### src/rtl/core_pkg.sv
// Shared pipeline definitions: result-source encodings, MEM bus FSM states, MEM/WB payload.
package core_pkg;

  localparam int unsigned XLEN  = 32;
  localparam int unsigned REG_W = 5;

  localparam logic [1:0] RESULT_SRC_ALU  = 2'b00;
  localparam logic [1:0] RESULT_SRC_LOAD = 2'b01;
  localparam logic [1:0] RESULT_SRC_PC4  = 2'b10;
  localparam logic [1:0] RESULT_SRC_IMM  = 2'b11;

  typedef enum logic {
    MEM_IDLE = 1'b0,
    MEM_WAIT = 1'b1
  } mem_state_t;

  typedef struct packed {
    logic              reg_write;
    logic [1:0]        result_src;
    logic [XLEN-1:0]   alu_result;
    logic [XLEN-1:0]   read_data;
    logic [XLEN-1:0]   pc_plus_4;
    logic [XLEN-1:0]   imm_ext;
    logic [REG_W-1:0]  rd;
  } mem_wb_t;

endpackage

### src/rtl/dmem_bus_ctrl.sv
// Data-memory bus handshake: IDLE/WAIT FSM with a saturating wait counter and timeout abort.
module dmem_bus_ctrl
  import core_pkg::*;
#(
  parameter int unsigned TIMEOUT_CYCLES = 255,
  parameter int unsigned CNT_W          = $clog2(TIMEOUT_CYCLES + 1)
) (
  input  logic clk,
  input  logic rst,
  input  logic i_access,
  input  logic i_misaligned,
  input  logic i_ack,
  output logic o_dmem_req,
  output logic o_mem_stall,
  output logic o_done,
  output logic o_timeout_abort
);

  mem_state_t       r_state;
  logic [CNT_W-1:0] r_count;
  logic             w_req;
  logic             w_timeout;

  // A request goes out only for aligned accesses; the abort fires on the last allowed wait cycle
  assign w_req           = i_access & ~i_misaligned;
  assign w_timeout       = w_req & (r_state == MEM_WAIT) & ~i_ack &
                           (r_count == CNT_W'(TIMEOUT_CYCLES));
  assign o_dmem_req      = w_req;
  assign o_done          = w_req & i_ack;
  assign o_timeout_abort = w_timeout;
  assign o_mem_stall     = w_req & ~i_ack & ~w_timeout;

  // State and wait counter; the counter saturates at the timeout value
  always_ff @(posedge clk or posedge rst) begin
    if (rst) begin
      r_state <= MEM_IDLE;
      r_count <= '0;
    end else begin
      case (r_state)
        MEM_IDLE: begin
          if (w_req && !i_ack) begin
            r_state <= MEM_WAIT;
            r_count <= CNT_W'(1);
          end
        end
        MEM_WAIT: begin
          if (!w_req || i_ack || w_timeout) begin
            r_state <= MEM_IDLE;
            r_count <= '0;
          end else if (r_count != CNT_W'(TIMEOUT_CYCLES)) begin
            r_count <= r_count + CNT_W'(1);
          end
        end
        default: begin
          r_state <= MEM_IDLE;
          r_count <= '0;
        end
      endcase
    end
  end

endmodule

### src/rtl/stage_memory.sv
// Pipeline MEM stage: word load/store over a req/ack bus, alignment check, MEM/WB register.
module stage_memory
  import core_pkg::*;
#(
  parameter int unsigned TIMEOUT_CYCLES = 255,
  parameter int unsigned CNT_W          = $clog2(TIMEOUT_CYCLES + 1)
) (
  input  logic             clk,
  input  logic             rst,
  input  logic             wb_clear,
  input  logic             mem_reg_write,
  input  logic             mem_mem_write,
  input  logic [1:0]       mem_result_src,
  input  logic [XLEN-1:0]  mem_alu_result,
  input  logic [XLEN-1:0]  mem_write_data,
  input  logic [XLEN-1:0]  mem_pc_plus_4,
  input  logic [XLEN-1:0]  mem_imm_ext,
  input  logic [REG_W-1:0] mem_rd,
  output logic             dmem_req,
  output logic             dmem_we,
  output logic [XLEN-1:0]  dmem_addr,
  output logic [XLEN-1:0]  dmem_wdata,
  input  logic             dmem_ack,
  input  logic [XLEN-1:0]  dmem_rdata,
  output logic             mem_stall,
  output logic             mem_fault,
  output logic             wb_reg_write,
  output logic [1:0]       wb_result_src,
  output logic [XLEN-1:0]  wb_alu_result,
  output logic [XLEN-1:0]  wb_read_data,
  output logic [XLEN-1:0]  wb_pc_plus_4,
  output logic [XLEN-1:0]  wb_imm_ext,
  output logic [REG_W-1:0] wb_rd
);

  logic    w_is_load;
  logic    w_access;
  logic    w_misaligned;
  logic    w_stall;
  logic    w_done;
  logic    w_timeout_abort;
  mem_wb_t w_wb_next;
  mem_wb_t r_wb;
  logic    r_fault;

  assign w_is_load    = (mem_result_src == RESULT_SRC_LOAD);
  assign w_access     = mem_mem_write | w_is_load;
  assign w_misaligned = w_access & (mem_alu_result[1:0] != 2'b00);

  dmem_bus_ctrl #(
    .TIMEOUT_CYCLES (TIMEOUT_CYCLES),
    .CNT_W          (CNT_W)
  ) u_bus_ctrl (
    .clk             (clk),
    .rst             (rst),
    .i_access        (w_access),
    .i_misaligned    (w_misaligned),
    .i_ack           (dmem_ack),
    .o_dmem_req      (dmem_req),
    .o_mem_stall     (w_stall),
    .o_done          (w_done),
    .o_timeout_abort (w_timeout_abort)
  );

  assign mem_stall  = w_stall;
  assign dmem_we    = mem_mem_write;
  assign dmem_addr  = {mem_alu_result[XLEN-1:2], 2'b00};
  assign dmem_wdata = mem_write_data;

  // Next MEM/WB entry: bubble on flush or stall, otherwise copy with load data captured on completion
  always_comb begin
    w_wb_next = '0;
    if (!(wb_clear || w_stall)) begin
      w_wb_next.reg_write  = mem_reg_write;
      w_wb_next.result_src = mem_result_src;
      w_wb_next.alu_result = mem_alu_result;
      w_wb_next.read_data  = (w_is_load && w_done) ? dmem_rdata : '0;
      w_wb_next.pc_plus_4  = mem_pc_plus_4;
      w_wb_next.imm_ext    = mem_imm_ext;
      w_wb_next.rd         = mem_rd;
    end
  end

  // MEM/WB register and the one-cycle fault pulse
  always_ff @(posedge clk or posedge rst) begin
    if (rst) begin
      r_wb    <= '0;
      r_fault <= 1'b0;
    end else begin
      r_wb    <= w_wb_next;
      r_fault <= w_misaligned | w_timeout_abort;
    end
  end

  assign mem_fault     = r_fault;
  assign wb_reg_write  = r_wb.reg_write;
  assign wb_result_src = r_wb.result_src;
  assign wb_alu_result = r_wb.alu_result;
  assign wb_read_data  = r_wb.read_data;
  assign wb_pc_plus_4  = r_wb.pc_plus_4;
  assign wb_imm_ext    = r_wb.imm_ext;
  assign wb_rd         = r_wb.rd;

endmodule
### config.mk
export PLATFORM = sky130hd
export DESIGN_NAME = stage_memory
export DESIGN_NICKNAME = d
export VERILOG_FILES = /design/src/rtl/core_pkg.sv /design/src/rtl/dmem_bus_ctrl.sv /design/src/rtl/stage_memory.sv
export SDC_FILE = /design/constraint.sdc
export NUM_CORES = 1
export LEC_CHECK = 0
export CAP_MARGIN = 20
export CORE_AREA = 4 4 143 145
export DETAILED_ROUTE_END_ITERATION = 10
export DIE_AREA = 0 0 147 149
export GPL_ROUTABILITY_DRIVEN = 0
export PLACE_DENSITY = 0.67
export REMOVE_ABC_BUFFERS = 1
export SYNTH_ARGS = -nofsm -noshare
export SYNTH_HDL_FRONTEND = slang
export SYNTH_SLANG_ARGS = --single-unit
### constraint.sdc
create_clock -name clk -period 5.8 [get_ports clk]
set_input_delay 0.58 -clock clk [delete_from_list [all_inputs] [get_ports clk]]
set_output_delay 0.58 -clock clk [all_outputs]
set_load 0.05 [all_outputs]
# Word level (Yosys, flattened, before mapping)
# Cells that the tools add are included.
# word_totals
inputBits	173
output_inout_bits	204
regBits	146
word_cells	48
# op_classes
reduce_logical	9
n_eq_ne	5
bitwise	14
mux	9
add_sub_neg	1
# ops
operator	count
136-bit two-way mux	1
32-bit two-way mux	1
8-bit two-way mux	3
8-bit case mux with 2 select lines	1
8-bit by 1-bit adder with 8-bit output (second input constant)	1
1-bit bitwise AND	8
8-bit equality test (second input constant)	1
8-bit != test (second input constant)	1
1-bit NOT	4
1-bit logical OR	3
3-bit != test (second input constant)	1
2-bit by 1-bit equality test with 1-bit output (second input constant)	1
1-bit logical AND	2
1-bit logical NOT	2
1-bit two-way mux	2
2-bit by 1-bit != test with 1-bit output (second input constant)	1
1-bit bitwise OR	2
1-bit case mux with 2 select lines	1
2-bit AND reduction	1
2-bit nonzero test	1

# Longest topological paths before layout
# Gate-level depths: netlist of run 1.
# depth
word_depth	12
mapped_depth	7
mapped_depth_nobuf	5

# Modules after synthesis
# A second synthesis of run 1 with hierarchy kept.
# hier_totals
cells_unflattened	425
area_unflattened_um2	5564.1
# modules_own_cells
module	n_inst	seq_area_each_um2	cells_each	area_per_inst_um2
stage_memory	1	3428.3	368	5034.8
dmem_bus_ctrl	1	225.2	57	529.3

# Worst setup path after synthesis of run 1
# OpenSTA, ideal clock, no wires.
# synth_timing
path_kind	in2out
startpoint	input mem_alu_result[0]
endpoint	output dmem_req
t_arrival_ps	1555
path_buffers	0
required_time_ps	5220
path_slack_ps	3665
path_stages	2
path_cell_list	or2_2 > nor2_1
# synth_between
elab_chain_len	4
# synth_rtl
item	line	rtl
start: declaration	stage_memory.sv:14	input logic [XLEN-1:0] mem_alu_result,
2-bit nonzero test	stage_memory.sv:48	assign w_misaligned = w_access & (mem_alu_result[1:0] != 2'b00);
1-bit bitwise AND	stage_memory.sv:48	
1-bit NOT	dmem_bus_ctrl.sv:25	assign w_req = i_access & ~i_misaligned;
1-bit bitwise AND	dmem_bus_ctrl.sv:25	
end: declaration	stage_memory.sv:19	output logic dmem_req,
# Every way passes these cells.

# Worst setup path in the final report of run 1
# layout_timing
startpoint	input mem_alu_result[0]
endpoint	output mem_stall
# layout_between
elab_chain_len	9
elab_cells_between_ends	10
classes_between	bitwise (9); reduce/logical (1)
# layout_rtl
item	line	rtl
2-bit nonzero test *	stage_memory.sv:48	
1-bit bitwise AND *	stage_memory.sv:48	
1-bit NOT *	dmem_bus_ctrl.sv:25	
1-bit bitwise AND *	dmem_bus_ctrl.sv:25	
1-bit bitwise AND (3 in series)	dmem_bus_ctrl.sv:26	assign w_timeout = w_req & (r_state == MEM_WAIT) & ~i_ack &
1-bit NOT	dmem_bus_ctrl.sv:31	assign o_mem_stall = w_req & ~i_ack & ~w_timeout;
1-bit bitwise AND *	dmem_bus_ctrl.sv:31	
end: declaration	stage_memory.sv:25	output logic mem_stall,
# Every way passes the cells marked *; elsewhere a longest branch is shown, timed or not.

==> results of run 1 <==
## power by group
part / switching (mW) / total, mW / leakage (nW) / internal, mW
combinational: 0.288 / 0.485 / 1.70 / 0.196
clock: 0.444 / 1.13 / 0.286 / 0.685
sequential: 0.0161 / 1.08 / 1.93 / 1.06
## cells by family (layout without fill, tap and decap cells)
group / Yosys count / count (layout) / synth area share (%)
fa+ha+maj: 1 / 1 / 0.227
simple gates: 168 / 168 / 19.0
flops: 146 / 146 / 66.3
buf+inv: 82 / 348 / 11.9
other cells: 1 / 2 / 0.0681
compound gates: 15 / 15 / 2.50
## per-layer routing
metal / GRT usage, % / vias up
met5: 4.09 / -
met4: 5.03 / 2
met3: 8.75 / 17
met2: 25.1 / 200
met1: 21.0 / 1908
li1: - / 1733
## layout make-up
| class | count | area [um^2] |
|---|---|---|
| fillers | 1717 | 10300 |
| flip-flops and latches | 146 | 3650 |
| repair buffers | 314 | 3150 |
| multi-input cells | 186 | 1210 |
| clock buffers | 19 | 433 |
| well taps | 265 | 332 |
| clock inverters | 13 | 174 |
| inverters | 2 | 12.5 |
## worst paths after layout
kind	startpoint	endpoint	slack, ns
max in group asynchronous	rst	wb_alu_result[15]	3.93
worst min register to register	u_bus_ctrl.r_count[7]	u_bus_ctrl.r_count[7]	0.56
worst max register to register	u_bus_ctrl.r_count[0]	wb_pc_plus_4[24]	3.83
worst max-delay path	mem_alu_result[0]	mem_stall	2.68
min in group asynchronous	rst	wb_read_data[15]	0.70
worst min-delay path	u_bus_ctrl.r_count[7]	u_bus_ctrl.r_count[7]	0.56
## through the flow
| stage | hold WS (ns) | util [%] | setup WS (ns) | instance area (um^2) | std cells |
|---|---|---|---|---|---|
| 2_1_floorplan | 0.508 | - | 1.30 | 4870 | 334 |
| 3_3_place_gp | 0.538 | 43.4 | 2.66 | 8330 | 912 |
| 3_5_place_dp | 0.542 | 43.4 | 2.57 | 8330 | 912 |
| 4_1_cts | 0.560 | 46.5 | 2.66 | 8940 | 944 |
| 5_1_grt | 0.582 | 46.6 | 2.59 | 8960 | 945 |
| 6_report | 0.564 | 46.6 | 2.68 | 8960 | 945 |
## flip-flops by register name (all words and copies together), names as in the netlist
signal / cells
mem_fault: 1
wb_alu_result: 32
u_bus_ctrl.r_count: 8
wb_reg_write: 1
wb_pc_plus_4: 32
wb_result_src: 2
wb_read_data: 32
wb_imm_ext: 32
wb_rd: 5
u_bus_ctrl.r_state: 1
## worst max-delay path, delay by kind of cell
family,cells,cell delay (ns)
AO/OA/AOI/OAI,1,0.33
buffers and inverters,2,1.23
AND/OR/NAND/NOR,2,0.40
## placed cells by master, fill, tap and decap left out, drive strengths merged, types with 2 or more instances in the layout
cell type,n
a21oi,2
nor2b,3
o21ai,2
clkinvlp,3
conb,2
dfrtp,146
nor3,5
inv,7
nor2,6
a221o,5
buf,4
clkdlybuf4s50,310
and2,140
nand3,4
bufinv,3
a22o,2
clkbuf,19
clkinv,2
nand2,3
==> run summary, run 1 <==
DR WL met3 - 1940 um
Number of CTS-inserted buffers - 17
# hold bufs at CTS - 0
Rel. slew slack - 43.7%
Highest Signal Layer - met5
Total gr overflow - 0
Worst Max-Slew Pin Slew - 0.844 ns
CTS H-tree lvls - 4
Register bit total from synthesis - 146
M1 wire length - 7530 um
Primary FF master, synth - dfrtp_1
GRT Util Overall - 16.8%
Met2 wire len - 8560 um
Setup TNS - 0 ns
Yosys synthesis warning count - 0
Layout cell share with drive strength beyond 1 - 6.18%
Drt drc - 0
Area share of the largest cell type after synthesis - 66.3%
Maximum number of pins on one net before global-route repair - 94
Slowest stage delay, CP - 0.80 ns
PortBufs - 310
Routed WL - 18400 um
Leak pwr - 3.91 nW
Final setup violation count - 0
Count leader, synth - dfrtp_1
Global-route wire length before repair - 27200 um
Clk root buf - clkbuf_16
RSZ-0062 raised after global routing - no
Die width - 147 um
Run status - finished clean
Area Overhead vs Synth - 62.5%
R2R depth - 6
Die height - 149 um
Worst min path class - flip-flop to flip-flop
Final Total Pwr - 2.69 mW
Ordered list of cells on the worst path - clkdlybuf4s50_1 > nor2_1 > o211a_1 > and2_1 > clkdlybuf4s50_1
CP max FO - 6
Critical path arrival - 2.54 ns
PD cells - 301 nW/um^2
N_diodes - 0
Cts repair resizes - 0
Die area - 21900 um^2
Asr flop ratio synth - 100%
Worst Hold Depth - 1
Cell Rows - 51
Fin nets - 841
EDFF count, synth - 0
Clock-pin slew on the worst setup and hold paths - 0.06 ns
Cells after Synth - 413
Fmax - 0.321 GHz
Avg Cell Area, Syn - 13.3 um^2
Sequential area share after synthesis - 66.3%
Fin crit share - 53.7%
Slowest CP cell - clkdlybuf4s50_1
Crit start category - input port
VDD IR max - 188 uV
Top post-synthesis cells by count - dfrtp_1, and2_1, buf_4, buf_8
Setup Fix Bufs, Post-CTS - 0
Yosys cell types - 32
First-pass iteration count of the detailed router - 4
Initial Util - 28.7%
Final-report max-slew violation count - 0
Max Clock Skew - 0.00978 ns
CTS tree - done
Initial antenna violation count - 0
Vias per inst - 4.08
Final Hold Viols - 0
Iteration-0 DRC Markers - 144
Antenna-violating nets left - 0
CTS Sinks - 146
Clock tree buffer depth - 2
Min cycle time layout - 3.12 ns
Clk_lat worst skew - 0.42 ns
Critical Path End Type - output pin
WL/cell - 19.5 um
Total core area - 19200 um^2
Kind of critical path - input port to output pin
Ports - 377
Yosys top cell by area - dfrtp_1
Cell Area, Synth - 5510 um^2
Synth top area cells - dfrtp_1, and2_1, buf_4
Maxcap violations - 0
Crit path required time - 5.22 ns
Vias in the first global route - 4330
DPL Wire Length - 14600 um
Cell repeated most along the worst path - clkdlybuf4s50_1
Via count - 3860
No activity file was read; power rests on OpenSTA's default activity.
==> run 2: changes to the inputs <==
clock period = 3 ns   (was 5.8 ns; I/O delays follow)
==> run 2 against run 1 <==
Against the previous run: final cell count unchanged; final area up 0.68%; first-iteration DRC count fell by 41%; core utilization increased by 0.32 points; global-route usage fell by 0.47 points; die area stayed put; wire length is 0.90% lower; sequential cell count did not move; clock power is 100% higher; sequential share of layout area down 0.28 points.
==> run summary, run 2 (same netlist as run 1, synthesis figures left out) <==
Ports - 377
# hold bufs at CTS - 0
DP Cell Count - 913
PortBufs - 310
Initial antenna violation count - 0
Cts repair resizes - 0
Run status - finished clean
Crit start category - flip-flop
Kind of critical path - flip-flop to output pin
Fmax - 0.376 GHz
Die area - 21900 um^2
GRT Util Overall - 16.3%
Multi-input combinational cell area - 1210 um^2
Commonest cells after routing, fill and taps aside - clkdlybuf4s50_1, dfrtp_1, and2_1, clkbuf_16
Maxcap violations - 0
Initial Util - 28.7%
Routed WL - 18200 um
RSZ-0062 raised after global routing - no
Final-report max-slew violation count - 0
Drt drc - 0
CTS Sinks - 146
Final Hold Viols - 0
Vias per inst - 4.03
Commonest non-fill, non-tap cell in the layout - clkdlybuf4s50_1
Critical Path End Type - output pin
Via count - 3809
Area Overhead vs Synth - 63.6%
Total gr overflow - 0
Crit path required time - 2.70 ns
Rel. slew slack - 55.3%
Fin crit share - 88.7%
Non-filler cells, final - 945
Layout cell share with drive strength beyond 1 - 6.32%
CTS tree - done
Clock tree buffer depth - 2
Fill cell total of the finished layout - 1718
Worst reg-to-reg setup slack - 1.21 ns
Dpl ws - 0.428 ns
Vias in the first global route - 4263
DPL Wire Length - 14300 um
Antenna-violating nets left - 0
Iteration-0 DRC Markers - 85
Clk_lat worst skew - 0.41 ns
Worst min path class - input port to async pin
First-pass iteration count of the detailed router - 4
PD cells - 589 nW/um^2
Maximum number of pins on one net before global-route repair - 103
N_diodes - 0
Critical path arrival - 2.36 ns
Worst setup margin - 0.338 ns
Design Area, Final - 9020 um^2
CTS H-tree lvls - 4
Total core area - 19200 um^2
Global-route wire length before repair - 26600 um
Leak pwr - 3.95 nW
Fin nets - 841
Setup Fix Bufs, Post-CTS - 0
Cell Rows - 51
Max Clock Skew - 0.0107 ns
Number of CTS-inserted buffers - 17
WL/cell - 19.3 um
Seq. cell area - 3650 um^2
Placed Area - 8370 um^2
Min cycle time layout - 2.66 ns
Worst Max-Slew Pin Slew - 0.668 ns
CP max FO - 5
VDD IR max - 356 uV
Clock-pin slew on the worst setup and hold paths - 0.06 ns
Final Total Pwr - 5.31 mW
Die height - 149 um
Final setup violation count - 0
Die width - 147 um
Clk root buf - clkbuf_16
run 2: changes by cell type in the layout (fill, tap and decap cells not counted), moves of 2 or more:
cell,before,now
buf_12,1,3
clkbuf_8,0,3
buf_4,3,1
inv_6,6,4
clkinvlp_4,3,1
clkinv_2,0,2
run 2: stage by stage:
step | hold slack, ns | setup TNS [ns] | util [%]
after floorplan | 0.366 | -178.56 | -
after global placement | 0.541 | 0 | 43.6
after detailed placement | 0.540 | 0 | 43.6
after CTS | 0.362 | 0 | 46.9
after global routing | 0.407 | 0 | 46.9
final | 0.362 | 0 | 46.9
run 2: layout make-up:
type / count / area share (%)
multi-input cells: 186 / 13.4
inverters: 2 / 0.139
clock buffers: 21 / 5.22
clock inverters: 11 / 1.91
repair buffers: 314 / 35.2
flip-flops and latches: 146 / 40.5
well taps: 265 / 3.68
run 2: metal layers:
metal | global-route usage (%) | wire length [um] | share of wire (%)
met5 | 4.09 | 112 | 0.61
met4 | 4.43 | 216 | 1.2
met3 | 8.75 | 1920 | 11
met2 | 24.3 | 8380 | 46
met1 | 20.5 | 7600 | 42
run 2: final timing paths:
check | from | depth (start not counted) | to
worst max register to register | u_bus_ctrl.r_count[0] | 6 | wb_pc_plus_4[13]
worst max-delay path | u_bus_ctrl.r_count[0] | 5 | mem_stall
min in group clk | mem_reg_write | 2 | wb_reg_write
worst min register to register | u_bus_ctrl.r_count[7] | 1 | u_bus_ctrl.r_count[7]
max in group asynchronous | rst | 3 | wb_imm_ext[14]
worst min-delay path | rst | 2 | wb_alu_result[12]
run 2: power breakdown:
group	internal [mW]	switching (mW)
Combinational	0.383	0.558
Clock	1.47	0.816
Sequential	2.05	0.0291
run 2: worst max-delay path: stages (launching register included):
cell	delay, ns
dfrtp_1	0.42
ha_1	0.26
and3_1	0.22
nand3_2	0.11
and2_1	0.13
clkdlybuf4s50_1	0.80
